$ cat src/rtl/bin_to_bcd_seq_if.sv
// Bus between a requester and bin_to_bcd_seq: start/bin request side and
// busy/done/bcd/overflow result side. When BCD_BLANK_EN is defined the bus
// also carries the per-digit leading-zero blanking flags.
interface bin_to_bcd_seq_if #(
    parameter int BIN_W  = 8,
    parameter int DIGITS = 3
);
    logic                  start;
    logic [BIN_W-1:0]      bin;
    logic                  busy;
    logic                  done;
    logic [4*DIGITS-1:0]   bcd;
    logic                  overflow;
`ifdef BCD_BLANK_EN
    logic [DIGITS-1:0]     blank;
`endif

    // Requester side: issues start/bin, observes the result
    modport master (
        output start,
        output bin,
        input  busy,
        input  done,
        input  bcd,
`ifdef BCD_BLANK_EN
        input  blank,
`endif
        input  overflow
    );

    // Converter side
    modport slave (
        input  start,
        input  bin,
        output busy,
        output done,
        output bcd,
`ifdef BCD_BLANK_EN
        output blank,
`endif
        output overflow
    );
endinterface

$ cat src/rtl/bin_to_bcd_seq.sv
// Sequential binary-to-BCD converter (double dabble, one input bit per clock).
// start in IDLE captures bin; BIN_W shift cycles later bcd/overflow are loaded
// and done pulses for one cycle. Values that do not fit in DIGITS digits are
// reduced modulo 10^DIGITS and flagged with overflow.
// Optional macro BCD_BLANK_EN adds a registered leading-zero blank vector.
module bin_to_bcd_seq #(
    parameter int BIN_W  = 8,
    parameter int DIGITS = 3
) (
    input  logic              clk,
    input  logic              rst,
    bin_to_bcd_seq_if.slave   bus
);
    localparam int BCD_W = 4 * DIGITS;
    localparam int CNT_W = $clog2(BIN_W + 1);

    if (BIN_W < 1 || BIN_W > 32) begin : g_bad_bin_w
        $error("bin_to_bcd_seq: BIN_W must be in 1..32");
    end
    if (DIGITS < 1 || DIGITS > 10) begin : g_bad_digits
        $error("bin_to_bcd_seq: DIGITS must be in 1..10");
    end

    typedef enum logic [1:0] {
        IDLE  = 2'd0,
        SHIFT = 2'd1,
        DONE  = 2'd2
    } state_t;

    state_t             state_q, state_d;
    logic [BIN_W-1:0]   shift_q;
    logic [BCD_W-1:0]   digits_q;
    logic               sticky_q;
    logic [CNT_W-1:0]   cnt_q;
    logic [BCD_W-1:0]   bcd_q;
    logic               overflow_q;
    logic               done_q;

    logic [BCD_W-1:0]   adj;
    logic [BCD_W-1:0]   digits_shifted;
    logic               carry_out;
    logic               last_shift;

    // Add-3 correction on each scratch digit (4-bit, never exceeds 12)
    for (genvar gi = 0; gi < DIGITS; gi++) begin : g_adj
        assign adj[4*gi +: 4] = (digits_q[4*gi +: 4] >= 4'd5) ?
                                (digits_q[4*gi +: 4] + 4'd3) :
                                digits_q[4*gi +: 4];
    end

    // Shift the corrected digits left, pulling in the next binary MSB; the
    // top bit falls out into the sticky carry that marks truncation.
    assign digits_shifted = {adj[BCD_W-2:0], shift_q[BIN_W-1]};
    assign carry_out      = adj[BCD_W-1];
    assign last_shift     = (cnt_q == CNT_W'(BIN_W - 1));

`ifdef BCD_BLANK_EN
    logic [DIGITS-1:0]  blank_q;
    logic [DIGITS:0]    zero_from;
    logic [DIGITS-1:0]  blank_d;

    // zero_from[i]: final digit i and every higher digit are zero
    assign zero_from[DIGITS] = 1'b1;
    for (genvar gi = 0; gi < DIGITS; gi++) begin : g_blank
        assign zero_from[gi] = zero_from[gi+1] &&
                               (digits_shifted[4*gi +: 4] == 4'd0);
        if (gi == 0) begin : g_units
            assign blank_d[gi] = 1'b0;
        end else begin : g_upper
            assign blank_d[gi] = zero_from[gi];
        end
    end

    // Blank flags load alongside bcd and hold between conversions
    always_ff @(posedge clk or posedge rst) begin
        if (rst) begin
            blank_q <= '0;
        end else if (state_q == SHIFT && last_shift) begin
            blank_q <= blank_d;
        end
    end

    assign bus.blank = blank_q;
`endif

    // State register
    always_ff @(posedge clk or posedge rst) begin
        if (rst) begin
            state_q <= IDLE;
        end else begin
            state_q <= state_d;
        end
    end

    // Next-state logic: start only matters in IDLE; DONE lasts one cycle
    always_comb begin
        state_d = state_q;
        case (state_q)
            IDLE:    if (bus.start) state_d = SHIFT;
            SHIFT:   if (last_shift) state_d = DONE;
            DONE:    state_d = IDLE;
            default: state_d = IDLE;
        endcase
    end

    // Datapath: capture, shift/add-3 per cycle, and result load on the last shift
    always_ff @(posedge clk or posedge rst) begin
        if (rst) begin
            shift_q    <= '0;
            digits_q   <= '0;
            sticky_q   <= 1'b0;
            cnt_q      <= '0;
            bcd_q      <= '0;
            overflow_q <= 1'b0;
            done_q     <= 1'b0;
        end else begin
            case (state_q)
                IDLE: begin
                    done_q <= 1'b0;
                    if (bus.start) begin
                        shift_q  <= bus.bin;
                        digits_q <= '0;
                        sticky_q <= 1'b0;
                        cnt_q    <= '0;
                    end
                end
                SHIFT: begin
                    digits_q <= digits_shifted;
                    shift_q  <= shift_q << 1;
                    sticky_q <= sticky_q | carry_out;
                    cnt_q    <= cnt_q + CNT_W'(1);
                    if (last_shift) begin
                        bcd_q      <= digits_shifted;
                        overflow_q <= sticky_q | carry_out;
                        done_q     <= 1'b1;
                    end
                end
                default: begin
                    done_q <= 1'b0;
                end
            endcase
        end
    end

    assign bus.busy     = (state_q != IDLE);
    assign bus.done     = done_q;
    assign bus.bcd      = bcd_q;
    assign bus.overflow = overflow_q;
endmodule

$ cat src/flat_wrapper.sv
// flat-port wrapper written by rule: the top's interface ports become plain ports
module bin_to_bcd_seq_flat 
#(
    parameter int BIN_W  = 8,
    parameter int DIGITS = 3
)
  (clk, rst, bus_start, bus_bin, bus_busy, bus_done, bus_bcd, bus_overflow);
  bin_to_bcd_seq_if #(.BIN_W(BIN_W), .DIGITS(DIGITS)) bus_i ();
  input  logic clk;
  input  logic rst;
  input wire logic [$bits(bus_i.start)-1:0] bus_start;
  input wire logic [$bits(bus_i.bin)-1:0] bus_bin;
  output wire logic [$bits(bus_i.busy)-1:0] bus_busy;
  output wire logic [$bits(bus_i.done)-1:0] bus_done;
  output wire logic [$bits(bus_i.bcd)-1:0] bus_bcd;
  output wire logic [$bits(bus_i.overflow)-1:0] bus_overflow;
  assign bus_i.start = bus_start;
  assign bus_i.bin = bus_bin;
  assign bus_busy = bus_i.busy;
  assign bus_done = bus_i.done;
  assign bus_bcd = bus_i.bcd;
  assign bus_overflow = bus_i.overflow;
  bin_to_bcd_seq #(.BIN_W(BIN_W), .DIGITS(DIGITS)) u_core (.clk(clk), .rst(rst), .bus(bus_i));
endmodule
$ cat config.mk
export PLATFORM = sky130hd
export DESIGN_NAME = bin_to_bcd_seq_flat
export DESIGN_NICKNAME = d
export VERILOG_FILES = /design/src/rtl/bin_to_bcd_seq_if.sv /design/src/rtl/bin_to_bcd_seq.sv /design/src/flat_wrapper.sv
export SDC_FILE = /design/constraint.sdc
export NUM_CORES = 1
export LEC_CHECK = 0
export BUFFER_PORTS_ARGS = -buffer_cell sky130_fd_sc_hd__buf_4
export CAP_MARGIN = 15
export CORE_MARGIN = 2
export CORE_UTILIZATION = 53
export CTS_BUF_LIST = sky130_fd_sc_hd__clkbuf_2 sky130_fd_sc_hd__clkbuf_4 sky130_fd_sc_hd__clkbuf_8
export DETAILED_ROUTE_END_ITERATION = 7
export HOLD_SLACK_MARGIN = 0.05
export PLACE_DENSITY = 0.79
export SLEW_MARGIN = 15
export SYNTH_ARGS = -nofsm -noshare
export SYNTH_HDL_FRONTEND = slang
export SYNTH_SLANG_ARGS = --single-unit
$ cat constraint.sdc
create_clock -name clk -period 1.4 [get_ports clk]
set_input_delay 0.35 -clock clk [delete_from_list [all_inputs] [get_ports clk]]
set_output_delay 0.35 -clock clk [all_outputs]
set_load 0.05 [all_outputs]
==> impl_metrics.json <==
{
  "initial_utilization_pct": 56.2,
  "postSynthNetCount": 197,
  "share_of_the_yosys_chip_area_belonging_to_registers_pct": 53.4,
  "yosysTopAreaCell": "sky130_fd_sc_hd__dfrtp_1",
  "critical-path-slowest-cell": "sky130_fd_sc_hd__dfrtp_1",
  "detail_route.vias_per_cell": 5.87,
  "die_height_um": 64.2,
  "achievable-frequency_ghz": 0.663,
  "cts-htree-levels": 2,
  "fin_nets": 257,
  "tightestPinTransition_ps": 385,
  "place_congestion": 0.793,
  "timing.final.crit_share_pct": 108,
  "maxCapViolations": 0,
  "setup_tns_ps": -1050,
  "place.detailed.instances": 262,
  "drtIter0Drc": 91,
  "grt_pass1_vias": 1618,
  "post_synth_and_or_nand_nor_area_fraction_pct": 11.4,
  "floorplan.die_area_mm2": 0.00412,
  "yosysTopAreaCellShare_pct": 53.4,
  "tritoncts": "done",
  "place.port_buffers": 25,
  "slowest_delay_ps": 410,
  "end_kind": "primary output",
  "combined_global_route_utilization_of_all_metal_layers_pct": 23.9,
  "syn_avg_cell_area_um2": 10.7,
  "timing.critical_path.from_type": "flop",
  "tritoncts_num_sinks": 41,
  "timing.final.max_slew_violations": 0,
  "largest_family_of_logic_cells_by_synthesized_area": "compound AO/OA/AOI/OAI gates",
  "drc_errors": 0,
  "timing.slew.headroom_pct": 74.1,
  "synthDistinctLibCells": 30,
  "rsz0062_at_grt": "true",
  "min_delay_path_depth": 2,
  "routed_wl_um": 5150,
  "fin_cells": 285,
  "drt_pass1_iterations": 4,
  "number_of_buffers_between_clock_root_and_the_deepest_sink": 2,
  "drive_gt1_share_pct": 47.7,
  "synthesis.instances": 179,
  "die_width_um": 64.2,
  "final.min_clock_period_ps": 1510,
  "yosys_register_bits": 41,
  "clkLatencyLatePin_ps": 350,
  "dp_hpwl_um": 2800,
  "violations_in_the_final_reports": "negative setup slack",
  "vdd_ir_drop_max_mv": 1.41,
  "path_max_fanout": 2,
  "clock_tree.root_cell": "sky130_fd_sc_hd__clkbuf_4",
  "fp.coreArea_mm2": 0.00342,
  "ioPinCount": 26,
  "cts_made_buffers": 5,
  "synth_fa_ha_area_share_pct": 4.56,
  "final_hold_violation_count": 0,
  "cellLeakagePower_nw": 1.26,
  "row_count": 21,
  "setup_slack_ps": -109,
  "antenna-diode-count": 0,
  "post_synth_instance_area_mm2": 0.00192,
  "ff2ff_path_depth": 4,
  "timing.final.setup_violations": 19,
  "yosys-mux-area-fraction_pct": 7.04,
  "yosys-top-cells-area": "sky130_fd_sc_hd__dfrtp_1, sky130_fd_sc_hd__o21ai_0, sky130_fd_sc_hd__mux2_4",
  "yosys_warnings": 0,
  "area_growth_pct": 41.8,
  "overflow": 0,
  "startpoint_to_endpoint_class_of_the_critical_path": "flop to primary output",
  "preCtsSetupSlack_ps": -97.1,
  "timing.clock.skew_ps": 14.4,
  "hold_path_class": "input pin to flop",
  "power_density_normalized_to_cell_area_mw_per_mm2": 2580,
  "vias": 1674,
  "avgRoutedWirePerCell_um": 18.1,
  "synthXorXnorAreaFrac_pct": 1.37,
  "antenna_violating_nets_post_route": 0,
  "cp.required_ps": 1050,
  "grt_antenna_before_repair": 0,
  "grt_max_degree": 42,
  "status": "finished, violations left",
  "critical_path.cell_chain": "or2_4 > buf_8",
  "synth-compound-area-share_pct": 17.9,
  "cts.reportedPaths.clkPinSlew_ps": 100,
  "grt_first_pass_wirelength_um": 7510,
  "hold_slack_ps": 259,
  "worst_ep_arrival_time_ps": 1160
}
-- cell usage in the layout (no fill, tap or decap), types with 6 or more instances in the layout --
cell / instances
sky130_fd_sc_hd__buf_4: 50
sky130_fd_sc_hd__dfrtp_1: 40
sky130_fd_sc_hd__nand2_1: 16
sky130_fd_sc_hd__o21ai_0: 14
sky130_fd_sc_hd__a22o_1: 9
sky130_fd_sc_hd__o21ai_1: 8
sky130_fd_sc_hd__mux2_4: 7
sky130_fd_sc_hd__a22oi_1: 7
sky130_fd_sc_hd__a21oi_1: 6
sky130_fd_sc_hd__nor2_1: 6
sky130_fd_sc_hd__clkbuf_4: 6
-- state kept, by name, summed over array words and instances, names as in the netlist --
| name | cells |
|---|---|
| u_core.bus.bcd | 12 |
| u_core.shift_q | 8 |
| u_core.sticky_q | 1 |
| u_core.bus.done | 1 |
| u_core.cnt_q | 4 |
| u_core.digits_q | 12 |
| u_core.bus.overflow | 1 |
| u_core.state_q | 2 |
-- final timing paths --
| check | start | to | slack, ps |
|---|---|---|---|
| max | u_core.state_q[1] | bus_busy | -110 |
| min | bus_bin[0] | u_core.shift_q[0] | 260 |
| max reg2reg | u_core.cnt_q[0] | u_core.bus.bcd[1] | -90 |
| min reg2reg | u_core.shift_q[1] | u_core.shift_q[1] | 500 |
| max in group asynchronous | rst | u_core.state_q[0] | 550 |
| min in group asynchronous | rst | u_core.shift_q[7] | 620 |
-- layout make-up --
| class | count | area (µm²) |
|---|---|---|
| sequential | 41 | 1030 |
| multi-input combinational | 121 | 1000 |
| fill | 190 | 692 |
| timing repair buffer | 61 | 547 |
| clock buffer | 7 | 58.8 |
| tap | 46 | 57.6 |
| inverter | 9 | 33.8 |
-- Yosys cell counts --
| library cell | count |
|---|---|
| sky130_fd_sc_hd__inv_1 | 9 |
| sky130_fd_sc_hd__o21ai_0 | 23 |
| sky130_fd_sc_hd__nand2_1 | 16 |
| sky130_fd_sc_hd__a32o_1 | 1 |
| sky130_fd_sc_hd__clkbuf_1 | 2 |
| sky130_fd_sc_hd__and3b_1 | 1 |
| sky130_fd_sc_hd__a21o_1 | 1 |
| sky130_fd_sc_hd__mux2_4 | 7 |
| sky130_fd_sc_hd__nand2b_1 | 4 |
| sky130_fd_sc_hd__or2_2 | 1 |
| sky130_fd_sc_hd__nand3_1 | 1 |
| sky130_fd_sc_hd__buf_6 | 1 |
| sky130_fd_sc_hd__or3b_2 | 1 |
| sky130_fd_sc_hd__buf_2 | 4 |
| sky130_fd_sc_hd__mux2i_1 | 3 |
| sky130_fd_sc_hd__a22o_1 | 9 |
| sky130_fd_sc_hd__a21oi_1 | 9 |
| sky130_fd_sc_hd__a31oi_1 | 4 |
| sky130_fd_sc_hd__nor3_1 | 4 |
| sky130_fd_sc_hd__buf_1 | 1 |
| sky130_fd_sc_hd__buf_4 | 1 |
| sky130_fd_sc_hd__o21ai_2 | 1 |
| sky130_fd_sc_hd__nor3b_1 | 3 |
| sky130_fd_sc_hd__dfrtp_1 | 41 |
| sky130_fd_sc_hd__and2_4 | 1 |
| sky130_fd_sc_hd__nor2_1 | 11 |
| sky130_fd_sc_hd__nor2b_1 | 2 |
| sky130_fd_sc_hd__a22oi_1 | 7 |
| sky130_fd_sc_hd__xnor2_1 | 3 |
| sky130_fd_sc_hd__ha_1 | 7 |
-- worst max-delay path, delay by kind of cell (launching register included) --
family                 cells  cell delay [ps]
buffers and inverters      1              150
AND/OR/NAND/NOR            1              260
flip-flops                 1              410
-- through the flow --
step                      utilization, %  power, mW  cell area [µm²]
after floorplan                        -       4.30             1940
after global placement              67.7       5.18             2310
after detailed placement            67.7       5.39             2310
after CTS                           74.8       6.49             2550
after global routing                79.7       7.40             2720
final                               79.7       7.02             2720
-- per-layer routing --
layer	up-vias	GRT usage [%]	wire (µm)
li1	746	-	-
met1	851	28.6	2010
met2	62	41.3	2710
met3	15	5.63	310
met4	0	9.84	114
met5	-	0	0
-- kinds of logic after synthesis --
family,count (synthesis)
AO/OA/AOI/OAI,55
XOR/XNOR,3
adder cells (fa/ha/maj),7
buffers and inverters,18
flip-flops,41
multiplexers,10
AND/OR/NAND/NOR,45
-- power by group --
group | total, mW | internal, mW | switching (mW) | leakage (nW)
combinational | 4.23 | 1.98 | 2.25 | 0.710
sequential | 2.16 | 1.69 | 0.473 | 0.512
clock | 0.632 | 0.257 | 0.375 | 0.0348
total | 7.02 | 3.93 | 3.10 | 1.26
-- timing repair --
action                                  CTS  global route
hold buffers                              1             0
resized for setup                        28            28
endpoints found under the hold margin    32             0
endpoints found under the setup margin   20            31
gates cloned                              1             3
pin swaps                                 6             5
buffers inserted                          7             4
Power figures use the tool's default switching activity.
